File: src/rtl/wb_bypass_stage_pkg.sv
// Shared widths, result-source encodings and WB entry flags
// for the write-back / bypass stage.
package wb_bypass_stage_pkg;

    localparam int DATA_W_DEF = 8;
    localparam int ADDR_W_DEF = 5;
    localparam int NSRC_DEF   = 4;
    localparam int NRD_DEF    = 2;
    localparam int CNT_W_DEF  = 16;

    typedef enum logic [1:0] {
        SEL_ALU = 2'd0,
        SEL_SCR = 2'd1,
        SEL_SP  = 2'd2,
        SEL_IN  = 2'd3
    } rf_wr_sel_e;

    // Address and data are parameter-sized, so they live beside this struct
    typedef struct packed {
        logic valid;
        logic write;
        logic committed;
    } wb_entry_t;

endpackage

File: src/rtl/wb_bypass_stage_if.sv
// EX-to-WB bundle: captured instruction in, register-file write out.
// master is the pipeline side, slave is the WB stage.
interface wb_bypass_stage_if
    import wb_bypass_stage_pkg::*;
#(
    parameter int DATA_W = DATA_W_DEF,
    parameter int ADDR_W = ADDR_W_DEF,
    parameter int NSRC   = NSRC_DEF
) ();
    localparam int SEL_W = $clog2(NSRC);

    logic                   in_valid;
    logic                   in_write;
    logic [SEL_W-1:0]       in_rf_wr_sel;
    logic [NSRC*DATA_W-1:0] in_src;
    logic [ADDR_W-1:0]      in_reg_addr;
    logic                   stall;
    logic                   flush;

    logic                   out_write;
    logic [ADDR_W-1:0]      out_reg_addr;
    logic [DATA_W-1:0]      out_data;
    logic                   out_valid;

    modport master (
        output in_valid, in_write, in_rf_wr_sel,
        output in_src, in_reg_addr, stall, flush,
        input  out_write, out_reg_addr, out_data, out_valid
    );

    modport slave (
        input  in_valid, in_write, in_rf_wr_sel,
        input  in_src, in_reg_addr, stall, flush,
        output out_write, out_reg_addr, out_data, out_valid
    );
endinterface

File: src/rtl/wb_bypass_mux.sv
// One read port of the bypass network: EX result first,
// then the pending WB write, then the raw register file.
module wb_bypass_mux
    import wb_bypass_stage_pkg::*;
#(
    parameter int DATA_W = DATA_W_DEF,
    parameter int ADDR_W = ADDR_W_DEF
) (
    input  logic              ex_en,
    input  logic [ADDR_W-1:0] ex_addr,
    input  logic [DATA_W-1:0] ex_data,
    input  logic              wb_en,
    input  logic [ADDR_W-1:0] wb_addr,
    input  logic [DATA_W-1:0] wb_data,
    input  logic [ADDR_W-1:0] rd_addr,
    input  logic [DATA_W-1:0] rf_data,
    output logic [DATA_W-1:0] fwd_data,
    output logic              fwd_hit
);
    logic ex_hit;
    logic wb_hit;

    assign ex_hit = ex_en & (ex_addr == rd_addr);
    assign wb_hit = wb_en & (wb_addr == rd_addr) & ~ex_hit;

    always_comb begin
        fwd_data = rf_data;
        fwd_hit  = 1'b0;
        unique case (1'b1)
            ex_hit: begin
                fwd_data = ex_data;
                fwd_hit  = 1'b1;
            end
            wb_hit: begin
                fwd_data = wb_data;
                fwd_hit  = 1'b1;
            end
            default: ;
        endcase
    end
endmodule

File: src/rtl/wb_bypass_stage.sv
// Write-back register with write-once commit tracking,
// saturating retire counter and per-port operand bypass.
module wb_bypass_stage
    import wb_bypass_stage_pkg::*;
#(
    parameter int DATA_W = DATA_W_DEF,
    parameter int ADDR_W = ADDR_W_DEF,
    parameter int NSRC   = NSRC_DEF,
    parameter int NRD    = NRD_DEF,
    parameter int CNT_W  = CNT_W_DEF
) (
    input  logic                  clk,
    input  logic                  rst,
    wb_bypass_stage_if.slave      bus,
    input  logic [NRD*ADDR_W-1:0] rd_addr,
    input  logic [NRD*DATA_W-1:0] rd_rf_data,
    output logic [NRD*DATA_W-1:0] fwd_data,
    output logic [NRD-1:0]        fwd_hit,
    output logic [CNT_W-1:0]      retired_cnt
);
    localparam int SEL_W = $clog2(NSRC);

    wb_entry_t         wb;
    logic [ADDR_W-1:0] wb_addr;
    logic [DATA_W-1:0] wb_data;
    logic [DATA_W-1:0] ex_data;
    logic              ex_fwd;
    logic              wr;

    // Unpopulated select codes read as zero
    always_comb begin
        ex_data = '0;
        for (int k = 0; k < NSRC; k++) begin
            if (bus.in_rf_wr_sel == SEL_W'(k))
                ex_data = bus.in_src[k*DATA_W +: DATA_W];
        end
    end

    assign wr     = wb.valid & wb.write & ~wb.committed;
    assign ex_fwd = bus.in_valid & bus.in_write & ~bus.flush;

    always_ff @(posedge clk) begin
        if (rst) begin
            wb          <= '0;
            wb_addr     <= '0;
            wb_data     <= '0;
            retired_cnt <= '0;
        end else begin
            if (wr && retired_cnt != '1)
                retired_cnt <= retired_cnt + CNT_W'(1);
            if (bus.flush) begin
                wb      <= '0;
                wb_addr <= '0;
                wb_data <= '0;
            end else if (bus.stall) begin
                if (wr)
                    wb.committed <= 1'b1;
            end else begin
                wb.valid     <= bus.in_valid;
                wb.write     <= bus.in_write;
                wb.committed <= 1'b0;
                wb_addr      <= bus.in_reg_addr;
                wb_data      <= ex_data;
            end
        end
    end

    assign bus.out_write    = wr;
    assign bus.out_valid    = wb.valid;
    assign bus.out_reg_addr = wb_addr;
    assign bus.out_data     = wb_data;

    for (genvar p = 0; p < NRD; p++) begin : g_port
        wb_bypass_mux #(
            .DATA_W (DATA_W),
            .ADDR_W (ADDR_W)
        ) u_mux (
            .ex_en    (ex_fwd),
            .ex_addr  (bus.in_reg_addr),
            .ex_data  (ex_data),
            .wb_en    (wr),
            .wb_addr  (wb_addr),
            .wb_data  (wb_data),
            .rd_addr  (rd_addr[p*ADDR_W +: ADDR_W]),
            .rf_data  (rd_rf_data[p*DATA_W +: DATA_W]),
            .fwd_data (fwd_data[p*DATA_W +: DATA_W]),
            .fwd_hit  (fwd_hit[p])
        );
    end
endmodule
File: src/flat_wrapper.sv
// flat-port wrapper written by rule: the top's interface ports become plain ports
module wb_bypass_stage_flat import wb_bypass_stage_pkg::*;
#(
    parameter int DATA_W = DATA_W_DEF,
    parameter int ADDR_W = ADDR_W_DEF,
    parameter int NSRC   = NSRC_DEF,
    parameter int NRD    = NRD_DEF,
    parameter int CNT_W  = CNT_W_DEF
)
  (clk, rst, rd_addr, rd_rf_data, fwd_data, fwd_hit, retired_cnt, bus_in_valid, bus_in_write, bus_in_rf_wr_sel, bus_in_src, bus_in_reg_addr, bus_stall, bus_flush, bus_out_write, bus_out_reg_addr, bus_out_data, bus_out_valid);
  wb_bypass_stage_if #(.DATA_W(DATA_W), .ADDR_W(ADDR_W), .NSRC(NSRC)) bus_i ();
  input  logic clk;
  input  logic rst;
  input  logic [NRD*ADDR_W-1:0] rd_addr;
  input  logic [NRD*DATA_W-1:0] rd_rf_data;
  output logic [NRD*DATA_W-1:0] fwd_data;
  output logic [NRD-1:0] fwd_hit;
  output logic [CNT_W-1:0] retired_cnt;
  input wire logic [$bits(bus_i.in_valid)-1:0] bus_in_valid;
  input wire logic [$bits(bus_i.in_write)-1:0] bus_in_write;
  input wire logic [$bits(bus_i.in_rf_wr_sel)-1:0] bus_in_rf_wr_sel;
  input wire logic [$bits(bus_i.in_src)-1:0] bus_in_src;
  input wire logic [$bits(bus_i.in_reg_addr)-1:0] bus_in_reg_addr;
  input wire logic [$bits(bus_i.stall)-1:0] bus_stall;
  input wire logic [$bits(bus_i.flush)-1:0] bus_flush;
  output wire logic [$bits(bus_i.out_write)-1:0] bus_out_write;
  output wire logic [$bits(bus_i.out_reg_addr)-1:0] bus_out_reg_addr;
  output wire logic [$bits(bus_i.out_data)-1:0] bus_out_data;
  output wire logic [$bits(bus_i.out_valid)-1:0] bus_out_valid;
  assign bus_i.in_valid = bus_in_valid;
  assign bus_i.in_write = bus_in_write;
  assign bus_i.in_rf_wr_sel = bus_in_rf_wr_sel;
  assign bus_i.in_src = bus_in_src;
  assign bus_i.in_reg_addr = bus_in_reg_addr;
  assign bus_i.stall = bus_stall;
  assign bus_i.flush = bus_flush;
  assign bus_out_write = bus_i.out_write;
  assign bus_out_reg_addr = bus_i.out_reg_addr;
  assign bus_out_data = bus_i.out_data;
  assign bus_out_valid = bus_i.out_valid;
  wb_bypass_stage #(.DATA_W(DATA_W), .ADDR_W(ADDR_W), .NSRC(NSRC), .NRD(NRD), .CNT_W(CNT_W)) u_core (.clk(clk), .rst(rst), .bus(bus_i), .rd_addr(rd_addr), .rd_rf_data(rd_rf_data), .fwd_data(fwd_data), .fwd_hit(fwd_hit), .retired_cnt(retired_cnt));
endmodule
File: config.mk
export PLATFORM = sky130hd
export DESIGN_NAME = wb_bypass_stage_flat
export DESIGN_NICKNAME = d
export VERILOG_FILES = /design/src/rtl/wb_bypass_stage_pkg.sv /design/src/rtl/wb_bypass_stage_if.sv /design/src/rtl/wb_bypass_mux.sv /design/src/rtl/wb_bypass_stage.sv /design/src/flat_wrapper.sv
export SDC_FILE = /design/constraint.sdc
export NUM_CORES = 1
export LEC_CHECK = 0
export CORE_UTILIZATION = 36
export DETAILED_ROUTE_END_ITERATION = 6
export GPL_TIMING_DRIVEN = 1
export PLACE_DENSITY = 0.89
export RECOVER_POWER = 50
export SLEW_MARGIN = 5
export SYNTH_ARGS = -nofsm -noshare
export SYNTH_HDL_FRONTEND = slang
export SYNTH_SLANG_ARGS = --single-unit
File: constraint.sdc
create_clock -name clk -period 2.3 [get_ports clk]
set_input_delay 0.46 -clock clk [delete_from_list [all_inputs] [get_ports clk]]
set_output_delay 0.46 -clock clk [all_outputs]
set_load 0.01 [all_outputs]
== After elaboration in Yosys (flattened, before gate mapping) ==
Cells that the tools add are included.
Operators by class
  multiplexer cells: 8
  equal/unequal tests: 8
  add/sub/neg operators: 1
  bitwise logic cells: 15
  reduce and logical (&&, ||, !) cells: 6
Operators by type and width (count)
  2-to-1 mux 8 bit: 4
  one-hot mux 8 bit (2 select lines): 2
  equality test 5 bit: 4
  adder 16 x 1 -> 16 bit (second input constant): 1
  != test 16 bit (second input constant): 1
  bitwise AND 1 bit: 10
  OR reduction 2 bit: 3
  NOT 1 bit: 5
  equality test 2 bit (second input constant): 2
  OR reduction 3 bit: 1
  equality test 2 x 1 -> 1 bit (second input constant): 1
  zero test 2 bit: 1
  2-to-1 mux 1 bit: 2
  logical AND 1 bit: 1
Storage, ports and cells
  logic and storage cells: 44
  output and inout bits: 49
  bits in registers: 32
  input bits: 71

== Depth between registers and ports, before layout ==
  depth in word-level cells: 7
  depth in mapped cells: 7
  depth with buffers taken out: 5

== By module ==
A second synthesis with hierarchy kept.
Unflattened totals
  cells, all modules: 266
  area total of the unflattened synthesis: 2264.7 µm²
Modules (own cells, without submodules)
  wb_bypass_stage: area each 1584.0 µm², times used 1, cells an instance 162, sequential area each 640.6 µm²
  wb_bypass_mux: area each 340.3 µm², times used 2, cells an instance 52, sequential area each 0.0 µm²

== Least setup slack after synthesis ==
Ideal clock, no wire load.
  kind: input to output
  from: in bus_flush
  to: out fwd_data[0]
  slack: 15 ps
  arrival time: 1825 ps
  stages on the path: 6
  path buffers: 2
  data required time: 1840 ps
  cell sequence: nand3b_4 -> or4_4 -> buf_6 -> or2_0 -> buf_6 -> a31oi_1
On the way
  longest elaborated chain between the ends: 6
RTL lines
  start, declared: line flat_wrapper.sv:25  | input wire logic [$bits(bus_i.flush)-1:0] bus_flush;
  NOT 1 bit (*): line wb_bypass_stage.sv:40  | assign ex_fwd = bus.in_valid & bus.in_write & ~bus.flush;
  bitwise AND 1 bit (*): line wb_bypass_stage.sv:40
  bitwise AND 1 bit (*): line wb_bypass_mux.sv:23  | assign ex_hit = ex_en & (ex_addr == rd_addr);
  NOT 1 bit: line wb_bypass_mux.sv:24  | assign wb_hit = wb_en & (wb_addr == rd_addr) & ~ex_hit;
  bitwise AND 1 bit: line wb_bypass_mux.sv:24
  one-hot mux 8 bit (2 select lines) (*): line wb_bypass_mux.sv:29  | unique case (1'b1)
  end, declared: line flat_wrapper.sv:16  | output logic [NRD*DATA_W-1:0] fwd_data;
Mark *: on every way between the ends. The rest lies on a longest branch, timed or not.

== Worst setup path after layout ==
  from: in bus_in_reg_addr[3]
  to: out fwd_data[7]
On the way
  longest elaborated chain between the ends: 5
RTL lines
  start, declared: line flat_wrapper.sv:23  | input wire logic [$bits(bus_i.in_reg_addr)-1:0] bus_in_reg_addr;
  equality test 5 bit (*): line wb_bypass_mux.sv:23
  bitwise AND 1 bit (*): line wb_bypass_mux.sv:23
  NOT 1 bit: line wb_bypass_mux.sv:24
  bitwise AND 1 bit: line wb_bypass_mux.sv:24
  one-hot mux 8 bit (2 select lines) (*): line wb_bypass_mux.sv:29
Marks and branches as above.

==> out/metrics.yaml <==
hold_start: "bus_in_write"
cts.sinks: 32
rows: 28
ys_warn_count: 0
async_flop_share: 0
slew_violations: 0
die_y_um: 82.6
cp-start-kind: "input port"
synth_top_area_cell: "dfxtp_1"
routedWlPerCell_um: 18.2
drc_errors: 0
finalSetupViolCount: 8
drive_above_1_share: 0.342
period_needed_ns: 2.34
pin_count: 120
vias: 2825
maxSlewHeadroom: 0.322
setup_tns_ns: -0.193
vdd_drop_max_uv: 289
r2r_slack_ns: 0.35
r2r_cells: 7
cts_max_path_buffers: 2
synth-edff-count: 0
slowest_delay_ns: 0.55
regToRegStartpoint: "u_core.wb[0]"
cts-root-buf: "clkbuf_8"
synth.distinct_cells: 41
hold_viol: 0
syn_to_final_growth_pct: 73.8
core_sq_um: 6100
nFillCells: 486
clk_pin_slew_ns: 0.06
die-width_um: 82.6
most-common-layout-cells: "76 x clkdlybuf4s50_1, 30 x nor2_1, 29 x buf_4, 29 x dfxtp_1, 28 x buf_2"
ys_ff_latch: 32
synth.yosys.seq_area_share: 0.274
grt_pass1_wl_um: 13200
critPathCaptureType: "output port"
worstSetupPathType: "in -> out"
yosys-top-cells-area: "dfxtp_1 27%, mux4_2 7.7%, mux2i_1 6.9%"
cts_tree: "done"
tightest_slew_ns: 1.02
dieArea_sq_um: 6820
synth_top_area_frac: 0.274
cts_htree_levels: 2
clk_latency_ns: 0.29
grt_use_total: 0.265
final_util: 0.666
cp_cell_sequence: "buf_8 -> xor2_4 -> or4_4 -> or2_4 -> a31oi_1 -> buf_2"
reg2reg_to: "u_core.retired_cnt[10]"
finalCritPeriodShare: 1.02
hold_depth: 3
wl_um: 8960
vias_per_cell: 5.73
postSynthCellCount: 272
cts-hold-fix-buffers: 0
cp_slowest_cell: "or4_4"
hold_path.class: "in -> reg"
netlist_area_sq_um: 2340
detail-route-antenna-nets: 0
syn_nets: 344
place_ws_ns: -0.957
gp_congestion: 0.932
cp.arrival_ns: 1.88
worstHoldEndpoint: "u_core.wb[1]"
critPathTopFamily: "simple AND/OR/NAND/NOR gates"
leakage_nw: 1.58
skew_ns: 0.0103
path_max_fanout: 5
num_antenna_cells: 0
antenna_found_initial: 0
cts_buffers: 5
p_per_area_nw_per_um2: 364
layout_setup_ws_ns: -0.0387
grt_max_degree: 17
synthFlopType: "dfxtp_1"
status: "complete, but fails checks"
firstDrtPassIters: 4
drt_iter0_markers: 188
syn_avg_cell_area_sq_um: 8.59
nets: 489
io_buffers: 119
violations: "negative setup slack"
cap_violations: 0
overflow: 0
timing.fmax_mhz: 428
grt_pass1_vias: 2704
final_common_cell: "clkdlybuf4s50_1"
worst-path-buf-inv: 2
rsz0062_at_grt: "true"
power_mw: 1.48
required_ns: 1.84
dpl.hpwl_um: 6730
start_util: 0.383
[synthesized netlist by cell type, types with 3 or more instances]
master      n
nand2_1     6
o21ai_0    18
a211oi_1    4
clkbuf_1    9
nor3_1     11
or2_2       4
a32oi_1     8
nor4_1      4
a31oi_1     9
nand4_1     4
and3_1      3
a2bb2oi_1   8
buf_1       3
nand3_1    14
mux2i_1    16
or4_1       7
nand2b_1    3
a21oi_1    11
mux4_2      8
inv_1       4
o31ai_1     5
nor2b_1     5
mux2_2      6
dfxtp_1    32
xor2_1     15
nor2_1     31
xnor2_1     5
[layer usage]
metal  global-route usage  up-vias  share of wire
li1                     -     1313              -
met3               0.0571       38          0.072
met5                    0        -              0
met2                0.461      122           0.48
met1                0.302     1352           0.40
met4                0.138        0          0.050
[sequential cells by signal (all words and copies together) (netlist names)]
signal                   cells
u_core.bus.out_data          8
u_core.bus.out_reg_addr      5
u_core.retired_cnt          16
u_core.bus.out_valid         1
u_core.wb                    2
[through the flow]
stage | std cells | cell area [sq um] | hold slack, ns
3_3_place_gp | 480 | 3780 | 0.495
4_1_cts | 491 | 3950 | 0.469
6_report | 493 | 4060 | 0.468
5_1_grt | 493 | 4060 | 0.481
3_5_place_dp | 480 | 3780 | 0.516
2_1_floorplan | 272 | 2340 | 0.492
[power breakdown]
group / switching, mW / internal, mW / leakage, nW / total, mW
clock: 0.214 / 0.243 / 0.0445 / 0.457
sequential: 0.0129 / 0.564 / 0.260 / 0.577
combinational: 0.203 / 0.244 / 1.28 / 0.447
[final cells by class]
cell class	instances	area, sq um	area share
Clock buffer	7	86.3	0.0213
Sequential cell	32	644	0.159
Inverter	4	15.0	0.00370
Clock inverter	1	7.51	0.00185
Timing Repair Buffer	155	1350	0.331
Tap cell	75	93.8	0.0231
Multi-Input combinational cell	219	1870	0.460
[cell families (layout without fill, tap and decap cells)]
group	after synthesis	count (layout)	share of synthesized area
compound gates	65	65	0.182
simple gates	102	103	0.243
flops	32	32	0.274
xor+xnor	20	20	0.0749
fa+ha+maj	1	1	0.00535
mux	30	30	0.175
buf+inv	22	167	0.0460
[worst min-delay path, cell delays in order]
cell,delay [ns]
buf_2,0.11
mux2i_1,0.07
nor2_1,0.07
[how the worst max path moves through the flow]
stage,to,start,cells after the start
after floorplan,fwd_data[0],bus_flush,6
after global placement,fwd_data[5],bus_in_write,6
after detailed placement,fwd_data[5],bus_in_valid,6
after CTS,fwd_data[5],rd_addr[3],6
after global routing,fwd_data[13],bus_in_reg_addr[3],9
final,fwd_data[7],bus_in_reg_addr[3],6
[what timing repair did]
action	in CTS	in global routing
resized for setup	178	34
cloned	1	0
setup buffers	2	2
endpoints found under the setup margin	18	17
pin swaps	23	22
Power figures use the tool's default switching activity.
